$ cat src/rtl/mdu_sequencer.sv
// ---------------------------------------------------------------------------
// mdu_sequencer
//
// Runs M-extension (mul/div) instructions from EX through the shared iterative
// multiply/divide unit (MDU). On issue it latches the operands and sends a
// one-cycle start pulse. It stalls EX until writeback takes the result, and it
// holds that result in a buffer for writeback. It also handles pipeline
// flushes and aborts a hung MDU with a watchdog.
//
// Optional build macro: MDU_FASTPATH_EN
//   When defined, an issued DIV/DIVU/REM/REMU with a zero divisor skips the
//   MDU. The RISC-V divide-by-zero result goes straight into the buffer.
//
// Ports:
//   clk, reset_n             clock (rising edge), async active-low reset
//   ex_valid, ex_is_mul_div  EX holds a valid M-extension instruction
//   ex_funct3, ex_word_op    operation select and W-form flag
//   ex_rs1, ex_rs2, ex_rd    operands and destination register
//   flush                    kill the EX instruction and any op in flight
//   wb_ready                 writeback accepts the buffered result
//   mdu_start/op/word/a/b    issue interface to the MDU (start is a pulse)
//   mdu_kill                 one-cycle abort to the MDU
//   mdu_done, mdu_result     MDU completion pulse and result
//   stall_ex                 hold the EX stage
//   res_valid/data/rd        buffered result for writeback
//   err_timeout              sticky watchdog flag
//   dbg_state_o              current FSM state (debug observation)
//
// Result handshake: res_valid stays high with stable res_data/res_rd until
// the cycle in which wb_ready is high; that cycle is the transfer. A flush in
// RESP drops the result without a transfer.
// ---------------------------------------------------------------------------
module mdu_sequencer #(
  parameter int XLEN    = 32,
  parameter int TIMEOUT = 80,
  parameter int CNT_W   = 7
) (
  input  logic            clk,
  input  logic            reset_n,
  input  logic            ex_valid,
  input  logic            ex_is_mul_div,
  input  logic [2:0]      ex_funct3,
  input  logic            ex_word_op,
  input  logic [XLEN-1:0] ex_rs1,
  input  logic [XLEN-1:0] ex_rs2,
  input  logic [4:0]      ex_rd,
  input  logic            flush,
  input  logic            wb_ready,
  output logic            mdu_start,
  output logic [2:0]      mdu_op,
  output logic            mdu_word,
  output logic [XLEN-1:0] mdu_a,
  output logic [XLEN-1:0] mdu_b,
  output logic            mdu_kill,
  input  logic            mdu_done,
  input  logic [XLEN-1:0] mdu_result,
  output logic            stall_ex,
  output logic            res_valid,
  output logic [XLEN-1:0] res_data,
  output logic [4:0]      res_rd,
  output logic            err_timeout,
  output logic [1:0]      dbg_state_o
);

  typedef enum logic [1:0] {
    S_IDLE  = 2'd0,
    S_BUSY  = 2'd1,
    S_RESP  = 2'd2,
    S_DRAIN = 2'd3
  } state_e;

  // The watchdog fires in the TIMEOUT-th cycle spent waiting on the MDU.
  localparam logic [CNT_W-1:0] CNT_LAST = CNT_W'(TIMEOUT - 1);

  state_e            state_q, state_d;
  logic [CNT_W-1:0]  cnt_q, cnt_d;
  logic              start_q, start_d;
  logic              kill_q, kill_d;
  logic [2:0]        op_q, op_d;
  logic              word_q, word_d;
  logic [XLEN-1:0]   a_q, a_d;
  logic [XLEN-1:0]   b_q, b_d;
  logic [4:0]        rd_q, rd_d;
  logic              res_valid_q, res_valid_d;
  logic [XLEN-1:0]   res_data_q, res_data_d;
  logic              err_q, err_d;
  logic              issue;

  assign issue = ex_valid & ex_is_mul_div & ~flush;

  // Release EX only in the cycle where writeback takes the result.
  assign stall_ex = issue & ~((state_q == S_RESP) & wb_ready);

`ifdef MDU_FASTPATH_EN
  logic            div_zero;
  logic [XLEN-1:0] rs1_wext;
  logic [XLEN-1:0] fast_res;

  always_comb begin
    for (int i = 0; i < XLEN; i++) begin
      rs1_wext[i] = (i < 32) ? ex_rs1[i] : ex_rs1[31];
    end
    div_zero = ex_funct3[2] &
               (ex_word_op ? (ex_rs2[31:0] == 32'd0) : (ex_rs2 == '0));
    // funct3[1] separates REM/REMU (dividend returned) from DIV/DIVU (all-ones).
    if (ex_funct3[1]) begin
      fast_res = ex_word_op ? rs1_wext : ex_rs1;
    end else begin
      fast_res = '1;
    end
  end
`endif

  always_comb begin
    state_d     = state_q;
    cnt_d       = cnt_q;
    start_d     = 1'b0;
    kill_d      = 1'b0;
    op_d        = op_q;
    word_d      = word_q;
    a_d         = a_q;
    b_d         = b_q;
    rd_d        = rd_q;
    res_valid_d = res_valid_q;
    res_data_d  = res_data_q;
    err_d       = err_q;

    case (state_q)
      S_IDLE: begin
        if (issue) begin
          op_d   = ex_funct3;
          word_d = ex_word_op;
          a_d    = ex_rs1;
          b_d    = ex_rs2;
          rd_d   = ex_rd;
          cnt_d  = '0;
`ifdef MDU_FASTPATH_EN
          if (div_zero) begin
            res_valid_d = 1'b1;
            res_data_d  = fast_res;
            state_d     = S_RESP;
          end else begin
            start_d = 1'b1;
            state_d = S_BUSY;
          end
`else
          start_d = 1'b1;
          state_d = S_BUSY;
`endif
        end
      end

      S_BUSY: begin
        cnt_d = cnt_q + CNT_W'(1);
        if (mdu_done && flush) begin
          // The MDU already finished, so there is nothing to abort.
          state_d = S_IDLE;
        end else if (mdu_done) begin
          res_valid_d = 1'b1;
          res_data_d  = mdu_result;
          state_d     = S_RESP;
        end else if (flush) begin
          kill_d  = 1'b1;
          state_d = S_DRAIN;
        end else if (cnt_q == CNT_LAST) begin
          kill_d      = 1'b1;
          err_d       = 1'b1;
          res_valid_d = 1'b1;
          res_data_d  = '1;
          state_d     = S_RESP;
        end
      end

      S_RESP: begin
        if (flush || wb_ready) begin
          res_valid_d = 1'b0;
          state_d     = S_IDLE;
        end
      end

      S_DRAIN: begin
        // Wait for the killed op to finish before new work starts. The
        // counter keeps running, so a dead MDU cannot hold us here forever.
        cnt_d = cnt_q + CNT_W'(1);
        if (mdu_done || (cnt_q == CNT_LAST)) begin
          state_d = S_IDLE;
        end
      end

      default: state_d = S_IDLE;
    endcase
  end

  always_ff @(posedge clk or negedge reset_n) begin
    if (!reset_n) begin
      state_q     <= S_IDLE;
      cnt_q       <= '0;
      start_q     <= 1'b0;
      kill_q      <= 1'b0;
      op_q        <= '0;
      word_q      <= 1'b0;
      a_q         <= '0;
      b_q         <= '0;
      rd_q        <= '0;
      res_valid_q <= 1'b0;
      res_data_q  <= '0;
      err_q       <= 1'b0;
    end else begin
      state_q     <= state_d;
      cnt_q       <= cnt_d;
      start_q     <= start_d;
      kill_q      <= kill_d;
      op_q        <= op_d;
      word_q      <= word_d;
      a_q         <= a_d;
      b_q         <= b_d;
      rd_q        <= rd_d;
      res_valid_q <= res_valid_d;
      res_data_q  <= res_data_d;
      err_q       <= err_d;
    end
  end

  assign mdu_start   = start_q;
  assign mdu_kill    = kill_q;
  assign mdu_op      = op_q;
  assign mdu_word    = word_q;
  assign mdu_a       = a_q;
  assign mdu_b       = b_q;
  assign res_valid   = res_valid_q;
  assign res_data    = res_data_q;
  assign res_rd      = rd_q;
  assign err_timeout = err_q;
  assign dbg_state_o = state_q;

endmodule

$ cat config.mk
export PLATFORM = sky130hd
export DESIGN_NAME = mdu_sequencer
export DESIGN_NICKNAME = d
export VERILOG_FILES = /design/src/rtl/mdu_sequencer.sv
export SDC_FILE = /design/constraint.sdc
export NUM_CORES = 1
export LEC_CHECK = 0
export CAP_MARGIN = 20
export CORE_ASPECT_RATIO = 0.75
export CORE_MARGIN = 5
export CORE_UTILIZATION = 36
export CTS_CLUSTER_SIZE = 24
export DETAILED_ROUTE_END_ITERATION = 7
export HOLD_SLACK_MARGIN = 0.06
export PLACE_DENSITY = 0.74
export SKIP_CTS_REPAIR_TIMING = 1
export SYNTH_ARGS = -nofsm -noshare
export SYNTH_HDL_FRONTEND = slang
export SYNTH_SLANG_ARGS = --single-unit
$ cat constraint.sdc
create_clock -name clk -period 2 [get_ports clk]
set_clock_uncertainty 0.2 [all_clocks]
set_input_delay 0.4 -clock clk [delete_from_list [all_inputs] [get_ports clk]]
set_output_delay 0.4 -clock clk [all_outputs]
set_load 0.03 [all_outputs]
## Word level (Yosys, flattened, before mapping)

Cells that the tools add are included.

- Add/sub/neg operators: 1
- Eq/ne operators: 12
- Multiplexer cells: 26
- Bitwise logic cells: 8
- Reduce and logical (&&, ||, !) cells: 14

Operators by type and width:

| operator | number |
|---|---|
| 2-to-1 mux 32 bit | 3 |
| 2-to-1 mux 2 bit | 7 |
| one-hot mux 7 bit (2 select lines) | 1 |
| 2-to-1 mux 1 bit | 12 |
| AND reduction 5 bit | 2 |
| one-hot mux 2 bit (4 select lines) | 1 |
| AND reduction 4 bit | 2 |
| adder 7 x 1 -> 7 bit, second input constant | 1 |
| equality test 7 bit, second input constant | 1 |
| 2-to-1 mux 7 bit | 1 |
| != test 2 bit, second input constant | 3 |
| != test 3 bit, second input constant | 2 |
| nonzero test 2 bit | 3 |
| != test 5 bit, second input constant | 1 |
| AND 1 bit | 4 |
| equality test 2 bit, second input constant | 2 |
| != test 2 x 1 -> 1 bit, second input constant | 2 |
| inverter 1 bit | 4 |
| AND reduction 2 bit | 2 |
| equality test 2 x 1 -> 1 bit, second input constant | 1 |
| zero test 2 bit | 1 |
| logical OR 1 bit | 2 |
| one-hot mux 1 bit (2 select lines) | 1 |
| OR reduction 2 bit | 1 |
| logical AND 1 bit | 1 |

- Flip-flop bits (word level): 118
- Bits of input ports: 112
- Output and inout bits: 112
- Word-level logic and storage cells: 73

## Logic depth before layout (Yosys ltp)

- Word-level depth: 6
- Mapped depth: 9
- Gate-level depth less buffers: 5

## Worst setup path after synthesis

OpenSTA, ideal clock, no wires.

- Path type: reg-to-output
- Start: reg state_q[0] (netlist: dbg_state_o[0])
- End: out stall_ex
- Arrival time: 1.396 ns
- Required time: 1.400 ns
- Path slack: 0.004 ns
- Cell stages (with the launch flop): 4
- Buffers on the path: 1
- Cell sequence: dfrtp_1 -> buf_2 -> inv_2 -> a31oi_1

- Word-level cells in the longest chain between the ends: 4

RTL lines:

| element | line | source |
|---|---|---|
| from (decl) | 75 | `state_e state_q, state_d;` |
| from (signal assigned) | 209 | `state_q <= state_d;` |
| equality test 2 bit | 92 | `assign stall_ex = issue & ~((state_q == S_RESP) & wb_ready);` |
| AND 1 bit | 92 |  |
| inverter 1 bit | 92 |  |
| AND 1 bit | 92 |  |
| to (decl) | 57 | `output logic stall_ex,` |

No other way between the ends.

## Final worst setup path

- Start: reg cnt_q[1]
- End: reg res_data_q[15] (netlist: res_data[15])

- Word-level cells in the longest chain between the ends: 3

RTL lines:

| element | line | source |
|---|---|---|
| from (decl) | 76 | `logic [CNT_W-1:0] cnt_q, cnt_d;` |
| from (signal assigned) | 210 | `cnt_q <= cnt_d;` |
| equality test 7 bit | 165 | `end else if (cnt_q == CNT_LAST) begin` |
| nonzero test 2 bit (no line) | n/a |  |
| AND reduction 4 bit (no line) | n/a |  |
| to (signal assigned) | 219 | `res_data_q <= res_data_d;` |
| to (decl) | 85 | `logic [XLEN-1:0] res_data_q, res_data_d;` |

No other way between the ends.
A chain may end at the register's enable or synchronous reset.

==> flow_metrics.tcl <==
set metrics [dict create \
    drc 0 \
    place_area_um2 7000 \
    layout-area-overhead-vs-synth_pct 75.7 \
    total_wire_length_mm 13.7 \
    path_cells "ha_2 > and3_1 > and3_2 > o21a_4 > clkbuf_16 > o22a_1" \
    initial_core_util_pct 36.8 \
    grt_overflow 0 \
    mostFrequentLayoutCells "sky130_fd_sc_hd__nand2_1, sky130_fd_sc_hd__dfrtp_1, sky130_fd_sc_hd__dlymetal6s2s_1, sky130_fd_sc_hd__clkdlybuf4s50_1, sky130_fd_sc_hd__o22a_1" \
    clk_latency_ns 0.40 \
    fillerInstances 932 \
    critPathMaxStageDelay_ns 0.40 \
    detailed_place_hpwl_mm 9.66 \
    area_of_combinational_cells_with_multiple_inputs_um2 1420 \
    drt_iter0_markers 202 \
    synth_area_per_cell_um2 10.1 \
    synthCells 448 \
    synth-seq-cells 118 \
    critPathSlowestCell "sky130_fd_sc_hd__dfrtp_1" \
    synth_fp_nets 561 \
    cts_sinks 118 \
    synth_compound_gate_area_share_pct 8.14 \
    final_critical_path_setup_slack_ns 0.0689 \
    pwr_density_cell_nw_per_um2 1290 \
    place_worst_setup_slack_ns -0.283 \
    antenna_cells 0 \
    grt.met3_usage_pct 6.42 \
    total_power_mw 10.3 \
    num_rows 35 \
    number_of_antenna_violations_at_the_first_check_in_global_routing 0 \
    die_height_um 107 \
    synth.yosys.seq_area_share_pct 65.1 \
    synthAdderAreaFrac_pct 0.276 \
    i_o_pin_count 224 \
    yosys.area_share.xor_xnor_pct 0.386 \
    tritoncts.num_buffers 17 \
    fmaxAchievable_ghz 0.518 \
    reg2reg_to "res_data[15]" \
    clock_tree_buffer_depth 2 \
    critical_path.endpoint_type "flop" \
    grtUsageMet1_pct 22.0 \
    synth.distinct_cells 27 \
    chipWidth_um 140 \
    floorplan.die_area_um2 15000 \
    grtUsageMet2_pct 30.0 \
    worst_hold_slack_ns 0.253 \
    cap_viol_max_count 0 \
    first_global_vias 4222 \
    via_count 3974 \
    worst_ep_required_time_ns 2.09 \
    global_route.peak_usage_layer "met2" \
    main_combinational_cell_family_by_area_after_synthesis "simple AND/OR/NAND/NOR gates" \
    wire_length_of_the_first_global_routing_pass_mm 21.7 \
    cts_htree_levels 4 \
    timing.critical_path.buf_inv 1 \
    critical_path_class "flop to flop" \
    postLayoutCoreUtil_pct 64.7 \
    fraction_of_layout_instances_using_a_drive_strength_above_1_pct 8.33 \
    timing.final.crit_period_ns 1.93 \
    worstHoldPathType "input port to asynchronous set/reset pin" \
    leakagePower_nw 4.79 \
    finalSetupTns_ns 0 \
    final-seq-area_um2 2950 \
    finalNetCount 796 \
    clkSlewWorstSetupHoldPaths_ns 0.06 \
    worst-r2r-setup-slack_ns 0.07 \
    detailedRoute.firstPassIterationCount 4 \
    startpoint_of_the_worst_slack_reg_to_reg_timing_path "cnt_q[1]" \
    fin_crit_sh_pct 96.6 \
    ys_warn_count 0 \
    detail_route.vias_per_cell 4.61 \
    reg2reg_depth 6 \
    core_area_um2 12300 \
    postRouteAntennaNets 0 \
    multiplexer_share_of_the_synthesized_area_pct 0.221 \
    post_drt_wl_per_cell_um 15.8 \
    pin_count_of_the_biggest_net_entering_global_routing 55 \
    drv_slew 0 \
    synth_simple_gate_area_share_pct 22.0 \
    final_common_cell "sky130_fd_sc_hd__nand2_1" \
    final-instance-count-excl-fill 862 \
    ir_drop_v 0.000724 \
    finalWeightedCongestion 0.793 \
    relative_slew_margins_pct 75.0 \
    status "finished clean" \
    cp_top_family "simple AND/OR/NAND/NOR gates" \
    timing.critical_path.from_type "flop" \
    cts_tree "built" \
    synthesis.area_um2 4530 \
    clock-root-buffer "sky130_fd_sc_hd__clkbuf_16" \
    postLayoutCellArea_um2 7970 \
    final_count_of_negative_setup_slack_endpoints 0 \
    cp_max_fo 16 \
    critPathArrivalTime_ns 2.02 \
    placedCellCount 826 \
    grtUsageTotal_pct 18.2 \
    worst_slew_pin_slew_ns 0.374 \
    io_buffers 223 \
    final_hold_viol_count 0 \
]
[routing by layer]
metal  share of wire, %  wire length [um]
met1                 41              5580
met2                 50              6820
met3                6.9               938
met5                  0                 0
met4                2.3               318
[synth_stat cells]
cell                       number  share of area, %
sky130_fd_sc_hd__nor4_1         1              0.14
sky130_fd_sc_hd__ha_1           1              0.28
sky130_fd_sc_hd__and4_1         1              0.19
sky130_fd_sc_hd__nand4_1        1              0.14
sky130_fd_sc_hd__inv_2          2              0.17
sky130_fd_sc_hd__o21ai_0        8              0.88
sky130_fd_sc_hd__clkbuf_1      11              0.91
sky130_fd_sc_hd__buf_6          8               2.0
sky130_fd_sc_hd__nand3_1        6              0.66
sky130_fd_sc_hd__nor2b_1        1              0.14
sky130_fd_sc_hd__a31o_2         1              0.19
sky130_fd_sc_hd__buf_2          7              0.77
sky130_fd_sc_hd__mux2i_1        1              0.22
sky130_fd_sc_hd__a31oi_1        3              0.41
sky130_fd_sc_hd__nor2_1         5              0.41
sky130_fd_sc_hd__nand3b_4       1              0.44
sky130_fd_sc_hd__a21oi_1        1              0.11
sky130_fd_sc_hd__and3_1         2              0.28
sky130_fd_sc_hd__o21a_1         1              0.17
sky130_fd_sc_hd__nor3_1         3              0.33
sky130_fd_sc_hd__or3_1          1              0.14
sky130_fd_sc_hd__nand2_1      226                19
sky130_fd_sc_hd__o22a_1        32               6.2
sky130_fd_sc_hd__nand2b_1       3              0.41
sky130_fd_sc_hd__a211o_1        1              0.19
sky130_fd_sc_hd__dfrtp_1      118                65
sky130_fd_sc_hd__xnor2_1        2              0.39
[cell type report]
type                    count  area share [%]
well taps                 166            2.61
clock buffers              20            5.61
inverters                   2          0.0942
flip-flops and latches    118            37.1
repair buffers            242            34.6
clock inverters            12            2.23
multi-input cells         302            17.8
[worst max-delay path by stage]
| stage | startpoint | endpoint | slack [ns] | cells after the start |
|---|---|---|---|---|
| 6_report | cnt_q[1] | res_data[15] | 0.07 | 6 |
| 3_3_place_gp | flush | mdu_a[24] | -0.23 | 7 |
| 4_1_cts | dbg_state_o[0] | dbg_state_o[0] | -0.14 | 1 |
| 5_1_grt | cnt_q[1] | res_data[20] | -0.003 | 6 |
| 2_1_floorplan | dbg_state_o[0] | stall_ex | 0.004 | 3 |
| 3_5_place_dp | ex_is_mul_div | mdu_b[16] | -0.28 | 7 |
[state kept, by name, summed over array words and instances, names as in the netlist]
name and cells:
dbg_state_o 2, mdu_kill 1, mdu_op 3, mdu_a 32
err_timeout 1, mdu_word 1, res_valid 1, mdu_start 1
res_data 32, res_rd 5, mdu_b 32, cnt_q 7
[power breakdown]
| part | switching, mW | leakage (nW) | internal, mW |
|---|---|---|---|
| sequential | 0.381 | 1.45 | 3.07 |
| clock | 1.06 | 0.292 | 2.11 |
| combinational | 2.13 | 3.05 | 1.55 |
| total | 3.57 | 4.79 | 6.74 |
[kinds of logic (layout without fill, tap and decap cells)]
group                      after synthesis  in the layout
AOI/OAI and AO/OA                       47             47
xor gates and xnor gates                 2              2
adders and majority gates                1              1
buffers and inverters                   28            276
DFF                                    118            118
muxes                                    1              1
and+or+nand+nor                        251            251
No activity file was read; power rests on OpenSTA's default activity.
